`config.mk`:
```
export PLATFORM = sky130hd
export DESIGN_NAME = enc_sample_scheduler
export DESIGN_NICKNAME = d
export VERILOG_FILES = /design/src/rtl/enc_pkg.sv /design/src/rtl/enc_sample_scheduler_quad_decoder.sv /design/src/rtl/enc_sample_scheduler.sv
export SDC_FILE = /design/constraint.sdc
export NUM_CORES = 1
export LEC_CHECK = 0
export ABC_AREA = 1
export BUFFER_PORTS_ARGS = -buffer_cell sky130_fd_sc_hd__buf_2
export CAP_MARGIN = 20
export CORE_MARGIN = 2
export CORE_UTILIZATION = 40
export CTS_CLUSTER_DIAMETER = 50
export DETAILED_ROUTE_END_ITERATION = 16
export SLEW_MARGIN = 20
export SYNTH_ARGS = -nofsm -noshare
export SYNTH_HDL_FRONTEND = slang
export SYNTH_SLANG_ARGS = --single-unit
```
`constraint.sdc`:
```
create_clock -name clk -period 6.5 [get_ports clk]
set_input_delay 0.325 -clock clk [delete_from_list [all_inputs] [get_ports clk]]
set_output_delay 0.325 -clock clk [all_outputs]
set_load 0.02 [all_outputs]
```
`src/rtl/enc_pkg.sv`:
```
// Shared FSM state type, decode step constants and the x4 quadrature step
// function used by every encoder channel of enc_sample_scheduler.
package enc_pkg;

  typedef enum logic [1:0] {
    IDLE = 2'd0,
    LOAD = 2'd1,
    WAIT = 2'd2
  } state_e;

  // Two-bit two's complement steps, sign-extended into the position counter.
  localparam logic [1:0] STEP_POS  = 2'b01;
  localparam logic [1:0] STEP_NEG  = 2'b11;
  localparam logic [1:0] STEP_ZERO = 2'b00;

  typedef struct packed {
    logic [1:0] step;
    logic       illegal;
  } step_t;

  // AB is mapped onto its position in the Gray cycle 00,01,11,10 so the
  // step falls out of a modulo-4 difference.
  function automatic step_t quad_step(input logic [1:0] prev_ab, input logic [1:0] cur_ab);
    logic [1:0] prev_pos;
    logic [1:0] cur_pos;
    logic [1:0] diff;
    step_t      res;
    prev_pos = {prev_ab[1], prev_ab[1] ^ prev_ab[0]};
    cur_pos  = {cur_ab[1], cur_ab[1] ^ cur_ab[0]};
    diff     = cur_pos - prev_pos;
    res.illegal = 1'b0;
    case (diff)
      2'd1:    res.step = STEP_POS;
      2'd3:    res.step = STEP_NEG;
      2'd2: begin
        res.step    = STEP_ZERO;
        res.illegal = 1'b1;
      end
      default: res.step = STEP_ZERO;
    endcase
    return res;
  endfunction

endpackage

```
`src/rtl/enc_sample_scheduler_quad_decoder.sv`:
```
// One encoder channel: synchronizer, optional glitch filter
// (ENC_GLITCH_FILTER_EN), x4 decode, wrapping position counter, sticky illegal.
module quad_decoder
  import enc_pkg::*;
#(
  parameter int COUNT_W = 16
) (
  input  logic               clk,
  input  logic               rst_n,
  input  logic               enc_a_i,
  input  logic               enc_b_i,
  input  logic               clr_err_i,
  output logic [COUNT_W-1:0] count_o,
  output logic               illegal_o
);

  logic [1:0]         meta_q;
  logic [1:0]         sync_q;
  logic [1:0]         prev_q;
  logic [1:0]         cur_ab;
  logic [COUNT_W-1:0] count_q;
  logic               illegal_q;
  step_t              st;

  always_ff @(posedge clk or negedge rst_n) begin
    if (!rst_n) begin
      meta_q <= 2'b00;
      sync_q <= 2'b00;
    end else begin
      meta_q <= {enc_a_i, enc_b_i};
      sync_q <= meta_q;
    end
  end

`ifdef ENC_GLITCH_FILTER_EN
  logic [2:0] hist_a_q;
  logic [2:0] hist_b_q;

  always_ff @(posedge clk or negedge rst_n) begin
    if (!rst_n) begin
      hist_a_q <= 3'b000;
      hist_b_q <= 3'b000;
    end else begin
      hist_a_q <= {hist_a_q[1:0], sync_q[1]};
      hist_b_q <= {hist_b_q[1:0], sync_q[0]};
    end
  end

  // 2-of-3 majority: a single-cycle pulse can never win the vote.
  assign cur_ab = {(hist_a_q[0] & hist_a_q[1]) | (hist_a_q[1] & hist_a_q[2]) | (hist_a_q[0] & hist_a_q[2]),
                   (hist_b_q[0] & hist_b_q[1]) | (hist_b_q[1] & hist_b_q[2]) | (hist_b_q[0] & hist_b_q[2])};
`else
  assign cur_ab = sync_q;
`endif

  assign st = quad_step(prev_q, cur_ab);

  always_ff @(posedge clk or negedge rst_n) begin
    if (!rst_n) begin
      prev_q    <= 2'b00;
      count_q   <= '0;
      illegal_q <= 1'b0;
    end else begin
      prev_q  <= cur_ab;
      count_q <= count_q + {{(COUNT_W-2){st.step[1]}}, st.step};
      // A fresh illegal transition outranks a simultaneous clear.
      if (st.illegal) begin
        illegal_q <= 1'b1;
      end else if (clr_err_i) begin
        illegal_q <= 1'b0;
      end
    end
  end

  assign count_o   = count_q;
  assign illegal_o = illegal_q;

endmodule

```
`src/rtl/enc_sample_scheduler.sv`:
```
// Multi-channel quadrature front end with a periodic round-robin delta scan.
// Build option ENC_GLITCH_FILTER_EN enables the per-bit majority filter.
module enc_sample_scheduler
  import enc_pkg::*;
#(
  parameter int N_CH       = 4,
  parameter int COUNT_W    = 16,
  parameter int SAMPLE_DIV = 50000,
  parameter int CH_W       = 2
) (
  input  logic               clk,
  input  logic               rst_n,
  input  logic [N_CH-1:0]    enc_a,
  input  logic [N_CH-1:0]    enc_b,
  input  logic               enable,
  output logic               out_valid,
  input  logic               out_ready,
  output logic [CH_W-1:0]    out_ch,
  output logic [COUNT_W-1:0] out_delta,
  output logic               overrun,
  output logic [N_CH-1:0]    illegal,
  input  logic               clr_err
);

  localparam int TIMER_W = (SAMPLE_DIV > 1) ? $clog2(SAMPLE_DIV) : 1;

  logic [TIMER_W-1:0] timer_q;
  logic               tick;
  logic [COUNT_W-1:0] count   [N_CH];
  logic [COUNT_W-1:0] snap_q  [N_CH];
  logic [COUNT_W-1:0] last_q  [N_CH];
  state_e             state_q, state_d;
  logic [CH_W-1:0]    idx_q;
  logic [COUNT_W-1:0] delta_q;
  logic               overrun_q;
  logic               last_ch;
  logic               snap_en, load_en, idx_inc;

  assign tick    = enable && (timer_q == TIMER_W'(SAMPLE_DIV - 1));
  assign last_ch = (idx_q == CH_W'(N_CH - 1));

  always_ff @(posedge clk or negedge rst_n) begin
    if (!rst_n) begin
      timer_q <= '0;
    end else if (!enable || tick) begin
      timer_q <= '0;
    end else begin
      timer_q <= timer_q + TIMER_W'(1);
    end
  end

  // Snapshot is taken for every channel at the tick so a scan is coherent.
  for (genvar gi = 0; gi < N_CH; gi++) begin : g_ch
    quad_decoder #(.COUNT_W(COUNT_W)) u_dec (
      .clk       (clk),
      .rst_n     (rst_n),
      .enc_a_i   (enc_a[gi]),
      .enc_b_i   (enc_b[gi]),
      .clr_err_i (clr_err),
      .count_o   (count[gi]),
      .illegal_o (illegal[gi])
    );

    always_ff @(posedge clk or negedge rst_n) begin
      if (!rst_n) begin
        snap_q[gi] <= '0;
        last_q[gi] <= '0;
      end else begin
        if (snap_en) snap_q[gi] <= count[gi];
        if (load_en && (idx_q == CH_W'(gi))) last_q[gi] <= snap_q[gi];
      end
    end
  end

  always_ff @(posedge clk or negedge rst_n) begin
    if (!rst_n) state_q <= IDLE;
    else        state_q <= state_d;
  end

  always_comb begin
    state_d = state_q;
    case (state_q)
      IDLE:    if (tick) state_d = LOAD;
      LOAD:    state_d = WAIT;
      WAIT:    if (out_ready) state_d = last_ch ? IDLE : LOAD;
      default: state_d = IDLE;
    endcase
  end

  always_comb begin
    out_valid = (state_q == WAIT);
    snap_en   = (state_q == IDLE) && tick;
    load_en   = (state_q == LOAD);
    idx_inc   = (state_q == WAIT) && out_ready && !last_ch;
  end

  always_ff @(posedge clk or negedge rst_n) begin
    if (!rst_n) begin
      idx_q     <= '0;
      delta_q   <= '0;
      overrun_q <= 1'b0;
    end else begin
      if (snap_en)      idx_q <= '0;
      else if (idx_inc) idx_q <= idx_q + CH_W'(1);
      if (load_en) delta_q <= snap_q[idx_q] - last_q[idx_q];
      // A tick mid-scan is dropped; only the sticky flag records it.
      if (tick && (state_q != IDLE)) overrun_q <= 1'b1;
      else if (clr_err)              overrun_q <= 1'b0;
    end
  end

  assign out_ch    = idx_q;
  assign out_delta = delta_q;
  assign overrun   = overrun_q;

endmodule

```
==> Yosys cells after proc, flatten, opt, wreduce, memory -nomap -nowiden <==
Index checks and enable logic that the tools add are counted.
{ "word_totals": {"register_bits": 257, "output_inout_bits": 24} }
{ "op_classes": {"n_lt_le_gt_ge": 1, "bitwise": 9, "reduce_logical": 22, "muxes": 27, "n_addsub": 11, "eq_ne": 20} }
{ "op_table": {"columns": ["operator", "count"], "rows": [
  ["16-bit two-way mux", 5],
  ["16-bit adder", 4],
  ["16-bit binary-select mux with 2-bit select", 2],
  ["2-bit equality test, second input constant", 11],
  ["16-bit by 1-bit adder with 16-bit output, second input constant", 1],
  ["16-bit equality test, second input constant", 1],
  ["2-bit one-hot mux with 2 select lines", 4],
  ["16-bit subtractor", 1],
  ["2-bit nonzero test", 7],
  ["2-bit by 1-bit equality test with 1-bit output, second input constant", 6],
  ["1-bit two-way mux", 11],
  ["1-bit logical AND", 9],
  ["2-bit two-way mux", 4],
  ["2-bit subtractor", 4],
  ["1-bit XOR", 8],
  ["2-bit one-hot mux with 3 select lines", 1],
  ["2-bit logical NOT", 2],
  ["3-bit >= comparator, second input constant", 1],
  ["2-bit inverter with 3-bit output", 1],
  ["2-bit by 1-bit adder with 2-bit output, second input constant", 1],
  ["1-bit logical NOT", 2],
  ["2-bit by 1-bit != test with 1-bit output, second input constant", 1],
  ["2-bit != test, second input constant", 1],
  ["2-bit AND reduction", 1],
  ["1-bit logical OR", 1]
]} }

==> Logic depth before layout (Yosys ltp) <==
Gate-level depths: netlist of the first run.
{ "depth": {"depth_word": 5, "depth_mapped": 19} }

==> By module <==
A second synthesis of the first run with hierarchy kept.
{ "unflattened": {"cells_unflattened": 1908, "area_unflattened_um2": 15192.1} }
{ "modules_own_cells": {"columns": ["mod", "n_inst", "area_per_inst_um2", "seq_area_each_um2", "cells_per_inst"], "rows": [
  ["enc_sample_scheduler", 1, 8260.4, 4129.0, 1032],
  ["quad_decoder", 4, 1732.9, 575.6, 219]
]} }

==> Worst setup path after synthesis of the first run <==
No wires, ideal clock.
{ "synth_path": {"path_kind": "register to register", "startpoint": "register idx_q[0], in the netlist out_ch[0]", "endpoint": "register delta_q[10], in the netlist out_delta[10]", "path_stages_with_launch": 20, "t_arrival_ns": 2.934, "path_slack_ns": 3.448, "n_path_buf": 2, "period_less_slack_ns": 3.052, "cell_sequence": "dfrtp_1 > clkbuf_1 > clkbuf_1 > o21ai_0 > a21oi_1 > a21oi_1 > ha_1 > fa_1 > inv_1 > nand3_1 > nand2_1 > inv_1 > o21ai_0 > nand3_1 > nand2_1 > nand2_1 > nand2_1 > nand2_1 > nand3_1 > nand2_1"} }
{ "synth_between": {"elab_chain_len": 5, "word_cells_on_any_way": 8} }
{ "synth_rtl": {"columns": ["element", "line_no", "source"], "rows": [
  ["start: declaration", "enc_sample_scheduler.sv:33", "logic [CH_W-1:0] idx_q;"],
  ["start signal: assignment", "enc_sample_scheduler.sv:104", "else if (idx_inc) idx_q <= idx_q + CH_W'(1);"],
  ["2-bit inverter with 3-bit output (not written as such) (*)", "enc_sample_scheduler.sv:105", "if (load_en) delta_q <= snap_q[idx_q] - last_q[idx_q];"],
  ["16-bit binary-select mux with 2-bit select", "enc_sample_scheduler.sv:105", null],
  ["16-bit two-way mux (not written as such) (2 in series)", "enc_sample_scheduler.sv:105", null],
  ["16-bit subtractor (*)", "enc_sample_scheduler.sv:105", null],
  ["end signal: assignment", "enc_sample_scheduler.sv:105", null],
  ["end: declaration", "enc_sample_scheduler.sv:34", "logic [COUNT_W-1:0] delta_q;"]
]} }
Every way passes the cells marked *; elsewhere a longest branch is shown, timed or not. The select of a mux whose other input is x is not followed.
A chain may end at the register's enable or synchronous reset.

==> Worst setup path after layout of the first run <==
{ "layout_path": {"startpoint": "register idx_q[1], in the netlist out_ch[1]", "endpoint": "register delta_q[10], in the netlist out_delta[10]"} }
The elaborated chain is that of the path after synthesis.

==> impl_metrics.json, run 1 <==
{
  "outcome": "finished clean",
  "dp_hpwl_mm": 24.7,
  "dp_worst_setup_slack_ns": 2.89,
  "synthesis.nets": 1856,
  "data_arrival_time_of_the_worst_path_ns": 4.16,
  "worst_clock_skew_ns": 0.0139,
  "cts_num_sinks": 257,
  "worst_reg2reg_startpoint": "out_ch[1]",
  "slew_violations": 0,
  "setup_tns_ns": 0,
  "post_cts_resized": 0,
  "cts.reportedPaths.clkPinSlew_ns": 0.05,
  "final_min_period_over_clock_period": 0.572,
  "finalSetupViolCount": 0,
  "drive_above_1_share": 0.122,
  "total_via_count_after_detailed_routing": 11800,
  "ant_diodes": 0,
  "antenna_found_initial": 0,
  "filler_cell_count": 3517,
  "p_leak_uw": 0.00820,
  "global_route.overflow_total": 0,
  "peakVddDrop_mv": 0.284,
  "rsz_0062_raised_after_global_routing": "false",
  "placement.io_buffers": 36,
  "area_growth_syn_to_layout_pct": 13.8,
  "grtUsageTotal": 0.191,
  "max_freq_mhz": 269,
  "grt_max_degree": 120,
  "core_area_um2": 35500,
  "floorplan.die_area_um2": 37400,
  "final_antenna_net_count": 0,
  "maxCapViolCount": 0,
  "ys_seq_elements": 257,
  "synth-async-reset-ratio": 1.00,
  "cts_buffers": 39,
  "cts-root-to-sink-buffers": 3,
  "worstHoldEndpoint": "state_q[1]",
  "end_kind": "flip-flop",
  "dominantRegCellSynth": "sky130_fd_sc_hd__dfrtp_1",
  "rrSetupSlack_ns": 2.79,
  "worst_setup_path_start_kind": "flip-flop",
  "clock_latency_ns": 0.53,
  "dieHeight_um": 193,
  "timing.critical_path.fanout_max": 31,
  "actual_slew_at_the_worst_max_slew_pin_ns": 1.02,
  "layout_min_cycle_time_ns": 3.71,
  "drt_first_pass_iters": 5,
  "netlist-cell-type-count": 45,
  "timing.slew.headroom": 0.317,
  "cts_root_buffer_type": "sky130_fd_sc_hd__clkbuf_16",
  "crit_type": "flip-flop to flip-flop",
  "worstHoldStart": "out_ready",
  "power-per-cell-area_nw_per_um2": 500,
  "post_synth_edffs": 0,
  "grt_first_pass_wirelength_mm": 58.9,
  "die_width_um": 193,
  "grt_pass1_vias": 11300,
  "cts_tree": "done",
  "initial_utilization": 0.405,
  "h-tree-depth": 2,
  "r2r_end": "out_delta[10]",
  "num_rows": 69,
  "finalWirelength_mm": 35.3,
  "number_of_cells_on_the_worst_reg_to_reg_path": 16,
  "drtIter0Drc": 820,
  "gp_routability_congestion": 0.918,
  "synth_seq_area_share": 0.448,
  "post_synth.cell_area_avg_um2": 7.94,
  "timing.hold.worst_path_depth": 4,
  "final_critical_path_setup_slack_ns": 2.79,
  "finalHoldViolCount": 0,
  "num-nets-final": 1889,
  "netlist_area_um2": 14400,
  "postSynthCellCount": 1809,
  "detail_route.vias_per_cell": 5.06,
  "detail_route.wl_per_cell_um": 15.2,
  "synth_warnings": 0,
  "class_of_the_tightest_hold_or_removal_check": "input pin to flip-flop",
  "required_ns": 6.95,
  "io_pins": 37,
  "drc": 0
}
## cells in the mapped netlist (6+ instances only)
master	number	share of area
sky130_fd_sc_hd__a32o_1	13	0.0091
sky130_fd_sc_hd__xor2_1	49	0.030
sky130_fd_sc_hd__nor3_1	11	0.0038
sky130_fd_sc_hd__nand3_4	8	0.0098
sky130_fd_sc_hd__nor3b_1	7	0.0037
sky130_fd_sc_hd__a21oi_1	73	0.025
sky130_fd_sc_hd__nand2_2	36	0.016
sky130_fd_sc_hd__clkinv_1	6	0.0016
sky130_fd_sc_hd__o41ai_1	38	0.023
sky130_fd_sc_hd__dfrtp_1	257	0.45
sky130_fd_sc_hd__nor2_2	18	0.0078
sky130_fd_sc_hd__inv_1	213	0.056
sky130_fd_sc_hd__o21ai_0	162	0.056
sky130_fd_sc_hd__inv_2	17	0.0044
sky130_fd_sc_hd__nand2_4	8	0.0063
sky130_fd_sc_hd__clkbuf_1	38	0.0099
sky130_fd_sc_hd__nand3b_1	8	0.0042
sky130_fd_sc_hd__nand3_1	60	0.021
sky130_fd_sc_hd__xnor2_1	15	0.0091
sky130_fd_sc_hd__nand4_1	33	0.014
sky130_fd_sc_hd__mux2_2	14	0.011
sky130_fd_sc_hd__nand2_1	526	0.14
sky130_fd_sc_hd__buf_2	12	0.0042
sky130_fd_sc_hd__ha_1	33	0.029
sky130_fd_sc_hd__nor2_1	105	0.027
## logic make-up after synthesis
kind of cell | count (synthesis) | share of synthesized area
buffers and inverters | 298 | 0.0847
DFF | 257 | 0.448
and+or+nand+nor | 823 | 0.253
AOI/OAI and AO/OA | 315 | 0.129
muxes | 14 | 0.0110
adders and majority gates | 34 | 0.0302
xor gates and xnor gates | 68 | 0.0436
## worst max-delay path by stage
stage | startpoint | slack [ns] | cells past startpoint | endpoint
after floorplan | out_ch[0] | 3.45 | 19 | out_delta[10]
after global routing | out_ch[1] | 2.43 | 16 | out_delta[10]
after CTS | out_ch[1] | 2.86 | 16 | out_delta[10]
after detailed placement | out_ch[1] | 2.89 | 16 | out_delta[10]
final | out_ch[1] | 2.79 | 16 | out_delta[10]
after global placement | out_ch[0] | 3.04 | 17 | out_delta[10]
## cell usage in the layout (no fill, tap or decap), types with 3 or more instances in the layout
cell                            instances
sky130_fd_sc_hd__nor2_1               104
sky130_fd_sc_hd__nand3b_1               8
sky130_fd_sc_hd__mux2_2                14
sky130_fd_sc_hd__xor2_1                49
sky130_fd_sc_hd__dfrtp_1              256
sky130_fd_sc_hd__nand3_4                8
sky130_fd_sc_hd__buf_2                 35
sky130_fd_sc_hd__xnor2_1               15
sky130_fd_sc_hd__nand3_1               60
sky130_fd_sc_hd__nand2_4                8
sky130_fd_sc_hd__a31oi_1                3
sky130_fd_sc_hd__clkbuf_1               3
sky130_fd_sc_hd__a32o_1                13
sky130_fd_sc_hd__o21bai_2               3
sky130_fd_sc_hd__o21ai_0              162
sky130_fd_sc_hd__inv_2                 18
sky130_fd_sc_hd__nand2_2               38
sky130_fd_sc_hd__nor3_1                11
sky130_fd_sc_hd__o22ai_1                3
sky130_fd_sc_hd__o21bai_1               5
sky130_fd_sc_hd__nand2_1              524
sky130_fd_sc_hd__clkinv_1               6
sky130_fd_sc_hd__nand4_1               33
sky130_fd_sc_hd__buf_4                  7
sky130_fd_sc_hd__dlygate4sd3_1          9
sky130_fd_sc_hd__clkbuf_16             41
sky130_fd_sc_hd__inv_1                212
sky130_fd_sc_hd__bufinv_16              4
sky130_fd_sc_hd__a21oi_1               73
sky130_fd_sc_hd__nor3b_1                7
sky130_fd_sc_hd__clkinv_4               7
sky130_fd_sc_hd__inv_8                  3
sky130_fd_sc_hd__inv_6                  4
sky130_fd_sc_hd__nor2_2                18
sky130_fd_sc_hd__a21boi_1               3
sky130_fd_sc_hd__clkinv_2               3
sky130_fd_sc_hd__o21ai_1                4
sky130_fd_sc_hd__xor2_2                 4
sky130_fd_sc_hd__o41ai_1               38
sky130_fd_sc_hd__ha_1                  33
## worst max-delay path, stage by stage, from the launching register on
cell and delay [ns]:
sky130_fd_sc_hd__dfrtp_1 0.46, sky130_fd_sc_hd__clkinv_1 0.70, sky130_fd_sc_hd__a32oi_1 0.54, sky130_fd_sc_hd__inv_1 0.11, sky130_fd_sc_hd__fa_1 0.44, sky130_fd_sc_hd__inv_1 0.10
sky130_fd_sc_hd__nand3_1 0.07, sky130_fd_sc_hd__nand2_1 0.16, sky130_fd_sc_hd__inv_1 0.05, sky130_fd_sc_hd__o21ai_0 0.35, sky130_fd_sc_hd__nand3_1 0.12, sky130_fd_sc_hd__nand2_1 0.12
sky130_fd_sc_hd__nand2_1 0.06, sky130_fd_sc_hd__nand2_1 0.08, sky130_fd_sc_hd__or2_2 0.11, sky130_fd_sc_hd__nand3_1 0.06, sky130_fd_sc_hd__nand2_1 0.10
## per-layer routing
layer  wire length [um]  vias up  track usage
met4                793        0       0.0517
met5                  0        -            0
met1              17300     5586        0.277
met2              15800      232        0.298
li1                   -     5931            -
met3               1450       50       0.0284
## registers in the layout, indices dropped and copies added, names as in the netlist
| name | flops |
|---|---|
| last_q | 64 |
| timer_q | 16 |
| g_ch.u_dec.count_o | 64 |
| out_ch | 2 |
| g_ch.u_dec.illegal_o | 4 |
| g_ch.u_dec.prev_q | 8 |
| out_delta | 16 |
| overrun | 1 |
| snap_q | 64 |
| g_ch.u_dec.meta_q | 8 |
| g_ch.u_dec.cur_ab | 8 |
| state_q | 2 |
## metrics by stage
step | area [um^2] | cells | power [uW] | hold WS, ns | utilization
CTS | 16300 | 2329 | 8190 | 0.0504 | 0.459
finish | 16300 | 2331 | 8170 | 0.0722 | 0.460
global placement | 14900 | 2251 | 5950 | 0.333 | 0.419
floorplan | 14400 | 1809 | 5090 | 0.0294 | -
detailed placement | 14900 | 2251 | 5990 | 0.335 | 0.419
global route | 16300 | 2331 | 8850 | 0.0688 | 0.460
## power breakdown
group	switching [uW]	internal, uW
combinational	2250	1260
sequential	483	2030
clock	798	1350
total	3530	4640
## area by class of cell
type	instances	area (um^2)	share of cell area
Tap cell	461	577	0.0353
Timing Repair Buffer	54	375	0.0230
Inverter	236	886	0.0542
Clock buffer	46	1060	0.0652
Multi-Input combinational cell	1254	6720	0.412
Clock inverter	23	280	0.0172
Sequential cell	257	6430	0.394
## timing repair
action                                 CTS  global route
setup buffers                            0             0
endpoints found under the hold margin  125             0
hold buffers                             9             0
Note: power is estimated with default switching activity, not from simulation.
==> run 2, diff against run 1 <==
Clock period 6.5 ns to 3.5 ns, I/O delays scaled along.
==> impl_metrics.json, run 2 (synthesized netlist as in run 1, its figures left out) <==
{
  "cp_cell_instances": "inv_2 > buf_4 > o21ai_0 > a21oi_1 > a21oi_1 > ha_1 > a21oi_1 > nand2_1 > inv_1 > o21ai_0 > nand3_1 > nand2_1 > nand2_1 > nand2_1 > or2_2 > nand3_1 > nand2_1",
  "grt_first_pass_wirelength_mm": 58.4,
  "h-tree-depth": 2,
  "finalSetupViolCount": 0,
  "class_of_the_tightest_hold_or_removal_check": "input pin to flip-flop",
  "timing.critical_path.slowest_stage_cell": "sky130_fd_sc_hd__dfrtp_2",
  "required_ns": 3.94,
  "worstSetupPathDepth": 17,
  "outcome": "finished clean",
  "antenna_found_initial": 1,
  "total_via_count_after_detailed_routing": 11900,
  "crit_type": "flip-flop to flip-flop",
  "cts-root-to-sink-buffers": 3,
  "drc": 0,
  "detail_route.vias_per_cell": 5.10,
  "cts_num_sinks": 257,
  "grtUsageTotal": 0.190,
  "end_kind": "flip-flop",
  "timing.critical_path.fanout_max": 47,
  "placement.io_buffers": 36,
  "final_cell_count_no_fill": 2340,
  "finalWirelength_mm": 35.1,
  "peakVddDrop_mv": 0.693,
  "cts_buffers": 40,
  "pwr-share-clk": 0.277,
  "slew_violations": 0,
  "maxCapViolCount": 0,
  "worst_clock_skew_ns": 0.0247,
  "max_freq_mhz": 333,
  "floorplan.die_area_um2": 37400,
  "power-per-cell-area_nw_per_um2": 934,
  "die_width_um": 193,
  "final_min_period_over_clock_period": 0.857,
  "dp_hpwl_mm": 25.0,
  "final_critical_path_setup_slack_ns": 0.501,
  "cp_common_cell": "sky130_fd_sc_hd__nand2_1",
  "cp_num_buf_inv": 3,
  "setup_tns_ns": 0,
  "worst_setup_path_start_kind": "flip-flop",
  "drt_first_pass_iters": 5,
  "final_cell_utilization_of_the_core": 0.464,
  "initial_utilization": 0.405,
  "cts_root_buffer_type": "sky130_fd_sc_hd__clkbuf_16",
  "cp_slowest_stage_delay_ns": 0.45,
  "clock_latency_ns": 0.56,
  "grt_pass1_vias": 11300,
  "global_route.overflow_total": 0,
  "post_cts.repair.setup_buffers": 0,
  "io_pins": 37,
  "cts.reportedPaths.clkPinSlew_ns": 0.06,
  "dp.cells": 2257,
  "ant_diodes": 0,
  "commonest_cells_after_routing_fill_and_taps_aside": "sky130_fd_sc_hd__nand2_1, sky130_fd_sc_hd__dfrtp_1, sky130_fd_sc_hd__inv_1, sky130_fd_sc_hd__o21ai_0, sky130_fd_sc_hd__nor2_1",
  "detail_route.wl_per_cell_um": 15.0,
  "cts_tree": "done",
  "timing.slew.headroom": 0.342,
  "rsz_0062_raised_after_global_routing": "false",
  "net_switching_power_uw": 6590,
  "combinationalPowerShare": 0.420,
  "drive_above_1_share": 0.126,
  "num_rows": 69,
  "dieHeight_um": 193,
  "layout_min_cycle_time_ns": 3.00,
  "dp_worst_setup_slack_ns": 0.556,
  "power_switching_share": 0.428,
  "grt_max_degree": 108,
  "crit_family": "simple AND/OR/NAND/NOR gates",
  "layout_commonest_cell": "sky130_fd_sc_hd__nand2_1",
  "finalHoldViolCount": 0,
  "power_report.internal_total_uw": 8800,
  "drtIter0Drc": 792,
  "data_arrival_time_of_the_worst_path_ns": 3.44,
  "p_seq_frac": 0.303,
  "p_leak_uw": 0.00828,
  "number_of_cells_on_the_worst_reg_to_reg_path": 17,
  "num-nets-final": 1895,
  "gp_routability_congestion": 0.926,
  "timing.hold.worst_path_depth": 3,
  "area_growth_syn_to_layout_pct": 14.7,
  "core_area_um2": 35500,
  "actual_slew_at_the_worst_max_slew_pin_ns": 0.984,
  "final_antenna_net_count": 0
}
run 2: final cells by class:
type                            count  area (um^2)
Clock inverter                     28          384
Tap cell                          461          577
Timing Repair Buffer               59          425
Multi-Input combinational cell   1254         6720
Clock buffer                       45         1050
Fill cell                        3467        19000
Sequential cell                   257         6430
Inverter                          236          886
run 2: path summary, 6_finish.rpt:
| path | startpoint | end | slack, ns |
|---|---|---|---|
| max in group asynchronous | rst_n | g_ch[1].u_dec.count_o[8] | 2.25 |
| worst max-delay path | out_ch[0] | out_delta[10] | 0.50 |
| worst min register to register | g_ch[1].u_dec.meta_q[1] | g_ch[1].u_dec.cur_ab[1] | 0.34 |
| min in group asynchronous | rst_n | g_ch[1].u_dec.cur_ab[1] | 0.24 |
| worst max register to register | out_ch[0] | out_delta[10] | 0.50 |
| worst min-delay path | enable | overrun | 0.03 |
run 2: routing by layer:
layer,vias to the layer above,global-route usage,wire (um),share of wire
li1,5959,-,-,-
met1,5641,0.272,16600,0.47
met2,268,0.288,15600,0.44
met3,58,0.0364,1930,0.055
met4,0,0.0662,891,0.025
met5,-,0,0,0
run 2: worst reg2reg max path: cells and delay by family (launching register included):
family,cells,cell delay [ns]
adder cells (fa/ha/maj),1,0.36
buffers and inverters,3,0.58
flip-flops,1,0.45
AO/OA/AOI/OAI,5,0.64
AND/OR/NAND/NOR,8,0.85
run 2: per-stage QoR:
| stage | total power, uW | hold slack, ns | area (um^2) |
|---|---|---|---|
| after floorplan | 9450 | -0.121 | 14400 |
| after global placement | 11000 | 0.280 | 14900 |
| after detailed placement | 11100 | 0.283 | 14900 |
| after CTS | 15500 | 0.0252 | 16500 |
| after global routing | 16700 | 0.0504 | 16500 |
| final | 15400 | 0.0343 | 16500 |
run 2: power by group through the flow:
stage	Clock [uW]	Sequential (uW)	Combinational (uW)
2_1_floorplan	0	4500	4940
3_3_place_gp	0	4690	6320
3_5_place_dp	0	4700	6410
4_1_cts	4360	4660	6460
5_1_grt	4510	4780	7380
6_report	4260	4660	6470
run 2: repair_timing:
item | in CTS | in global routing
gates resized for setup | 0 | 0
endpoints found under the hold margin | 112 | 0
hold buffers | 10 | 0
==> run 3, diff against run 2 <==
Settings changed: REMOVE_ABC_BUFFERS set to 1.
==> impl_metrics.json, run 3 (synthesized netlist as in run 1, its figures left out) <==
{
  "layout_commonest_cell": "sky130_fd_sc_hd__nand2_1",
  "h-tree-depth": 2,
  "grt_use_met2": 0.304,
  "power-per-cell-area_nw_per_um2": 922,
  "finalWirelength_mm": 36.8,
  "floorplan.die_area_um2": 37400,
  "grt_first_pass_wirelength_mm": 60.4,
  "timing.slew.headroom": 0.448,
  "finalHoldViolCount": 0,
  "core_area_um2": 35500,
  "grtUsageTotal": 0.198,
  "required_ns": 3.93,
  "grt_max_degree": 105,
  "timing.critical_path.slowest_stage_cell": "sky130_fd_sc_hd__dfrtp_1",
  "crit_type": "flip-flop to flip-flop",
  "cts_tree": "done",
  "end_kind": "flip-flop",
  "finalSetupViolCount": 0,
  "num_rows": 69,
  "commonest_cells_after_routing_fill_and_taps_aside": "sky130_fd_sc_hd__nand2_1, sky130_fd_sc_hd__dfrtp_1, sky130_fd_sc_hd__inv_1, sky130_fd_sc_hd__o21ai_0, sky130_fd_sc_hd__nor2_1",
  "cts.reportedPaths.clkPinSlew_ns": 0.05,
  "clock_latency_ns": 0.54,
  "p_leak_uw": 0.00821,
  "gr-max-usage-layer": "met2",
  "detail_route.wl_per_cell_um": 15.7,
  "crit_family": "simple AND/OR/NAND/NOR gates",
  "actual_slew_at_the_worst_max_slew_pin_ns": 0.828,
  "drive_above_1_share": 0.124,
  "layout_min_cycle_time_ns": 3.15,
  "dieHeight_um": 193,
  "gp_routability_congestion": 0.904,
  "gr-usage-met1": 0.286,
  "ant_diodes": 0,
  "class_of_the_tightest_hold_or_removal_check": "input pin to flip-flop",
  "cts_buffers": 39,
  "worst_clock_skew_ns": 0.0148,
  "rsz_0062_raised_after_global_routing": "false",
  "die_width_um": 193,
  "timing.critical_path.fanout_max": 31,
  "slew_violations": 0,
  "io_pins": 37,
  "drc": 0,
  "detail_route.vias_per_cell": 5.06,
  "total_power_uw": 15000,
  "num-nets-final": 1900,
  "final_min_period_over_clock_period": 0.900,
  "cts_root_buffer_type": "sky130_fd_sc_hd__clkbuf_16",
  "cp_cell_instances": "clkinv_1 > buf_4 > a21oi_1 > ha_1 > fa_1 > inv_1 > nand3_1 > nand2_1 > inv_1 > o21ai_0 > nand3_1 > nand2_1 > nand2_1 > nand2_1 > nand2_1 > nand3_1 > nand2_1",
  "dp_hpwl_mm": 26.4,
  "final_cell_count_no_fill": 2339,
  "cts_num_sinks": 257,
  "max_freq_mhz": 317,
  "met3_layer_usage_reported_by_global_route": 0.0385,
  "total_via_count_after_detailed_routing": 11800,
  "final_antenna_net_count": 0,
  "placement.io_buffers": 36,
  "data_arrival_time_of_the_worst_path_ns": 3.58,
  "cp_common_cell": "sky130_fd_sc_hd__nand2_1",
  "cp_num_buf_inv": 4,
  "global_route.overflow_total": 0,
  "drt_first_pass_iters": 4,
  "antenna_found_initial": 1,
  "worst_setup_path_start_kind": "flip-flop",
  "drtIter0Drc": 834,
  "dp.cells": 2263,
  "maxCapViolCount": 0,
  "grt_pass1_vias": 11200,
  "cts-root-to-sink-buffers": 3,
  "outcome": "finished clean",
  "cp_slowest_stage_delay_ns": 0.48,
  "area_growth_syn_to_layout_pct": 13.7,
  "peakVddDrop_mv": 0.579,
  "initial_utilization": 0.405
}
## run 3: cell types whose count changed in the layout (fill, tap and decap cells not counted), sizes merged
| cell | change |
|---|---|
| inv | -7 |
| clkbuf | +1 |
| clkinvlp | +1 |
| clkinv | +1 |
| bufinv | -3 |
| buf | +6 |
## run 3: worst paths after layout
path	start	cells past startpoint	slack, ns	endpoint
min in group asynchronous	rst_n	2	0.27	g_ch[1].u_dec.meta_q[0]
min reg2reg	g_ch[0].u_dec.meta_q[1]	0	0.35	g_ch[0].u_dec.cur_ab[1]
max in group asynchronous	rst_n	3	2.28	timer_q[8]
min	enable	3	0.06	overrun
max reg2reg	out_ch[1]	17	0.35	out_delta[10]
max	out_ch[1]	17	0.35	out_delta[10]
## run 3: through the flow
| step | util | hold WS, ns | setup WS [ns] | TNS, ns | instance area (um^2) |
|---|---|---|---|---|---|
| final | 0.460 | 0.0613 | 0.349 | 0 | 16300 |
| after global routing | 0.460 | 0.0798 | 0.0512 | 0 | 16300 |
| after CTS | 0.460 | 0.0475 | 0.408 | 0 | 16300 |
| after detailed placement | 0.422 | 0.284 | 0.431 | 0 | 15000 |
| after global placement | 0.422 | 0.279 | 0.502 | 0 | 15000 |
| after floorplan | - | -0.121 | -1.30 | -64.81 | 14000 |
## run 3: routing by layer
| layer | routed length (um) | up-vias |
|---|---|---|
| met5 | 0 | - |
| met4 | 804 | 0 |
| met3 | 1850 | 56 |
| met2 | 16400 | 278 |
| met1 | 17700 | 5554 |
| li1 | - | 5958 |
## run 3: worst register-to-register path: stages, from the launching register on
cell                       delay, ns
sky130_fd_sc_hd__dfrtp_1        0.48
sky130_fd_sc_hd__clkinv_1       0.21
sky130_fd_sc_hd__buf_4          0.34
sky130_fd_sc_hd__a21oi_1        0.13
sky130_fd_sc_hd__ha_1           0.25
sky130_fd_sc_hd__fa_1           0.36
sky130_fd_sc_hd__inv_1          0.09
sky130_fd_sc_hd__nand3_1        0.07
sky130_fd_sc_hd__nand2_1        0.16
sky130_fd_sc_hd__inv_1          0.05
sky130_fd_sc_hd__o21ai_0        0.36
sky130_fd_sc_hd__nand3_1        0.12
sky130_fd_sc_hd__nand2_1        0.12
sky130_fd_sc_hd__nand2_1        0.06
sky130_fd_sc_hd__nand2_1        0.06
sky130_fd_sc_hd__nand2_1        0.05
sky130_fd_sc_hd__nand3_1        0.08
sky130_fd_sc_hd__nand2_1        0.05
## run 3: layout make-up
type,count,area [um^2]
Tap cell,461,577
Clock inverter,20,224
Inverter,236,886
Clock buffer,46,1030
Timing Repair Buffer,65,458
Sequential cell,257,6430
Multi-Input combinational cell,1254,6720
Fill cell,3502,19200
## run 3: timing repair
item                                   CTS  global route
setup endpoints to repair                0             0
endpoints found under the hold margin  108             0
resized for setup                        0             0
buffers inserted                         0             0
hold buffers                            10             0
## run 3: report_power, final
group	internal, uW	switching [uW]	total, uW
clock network	2350	1450	3800
registers	3770	936	4710
logic	2350	4190	6540
total	8470	6570	15000
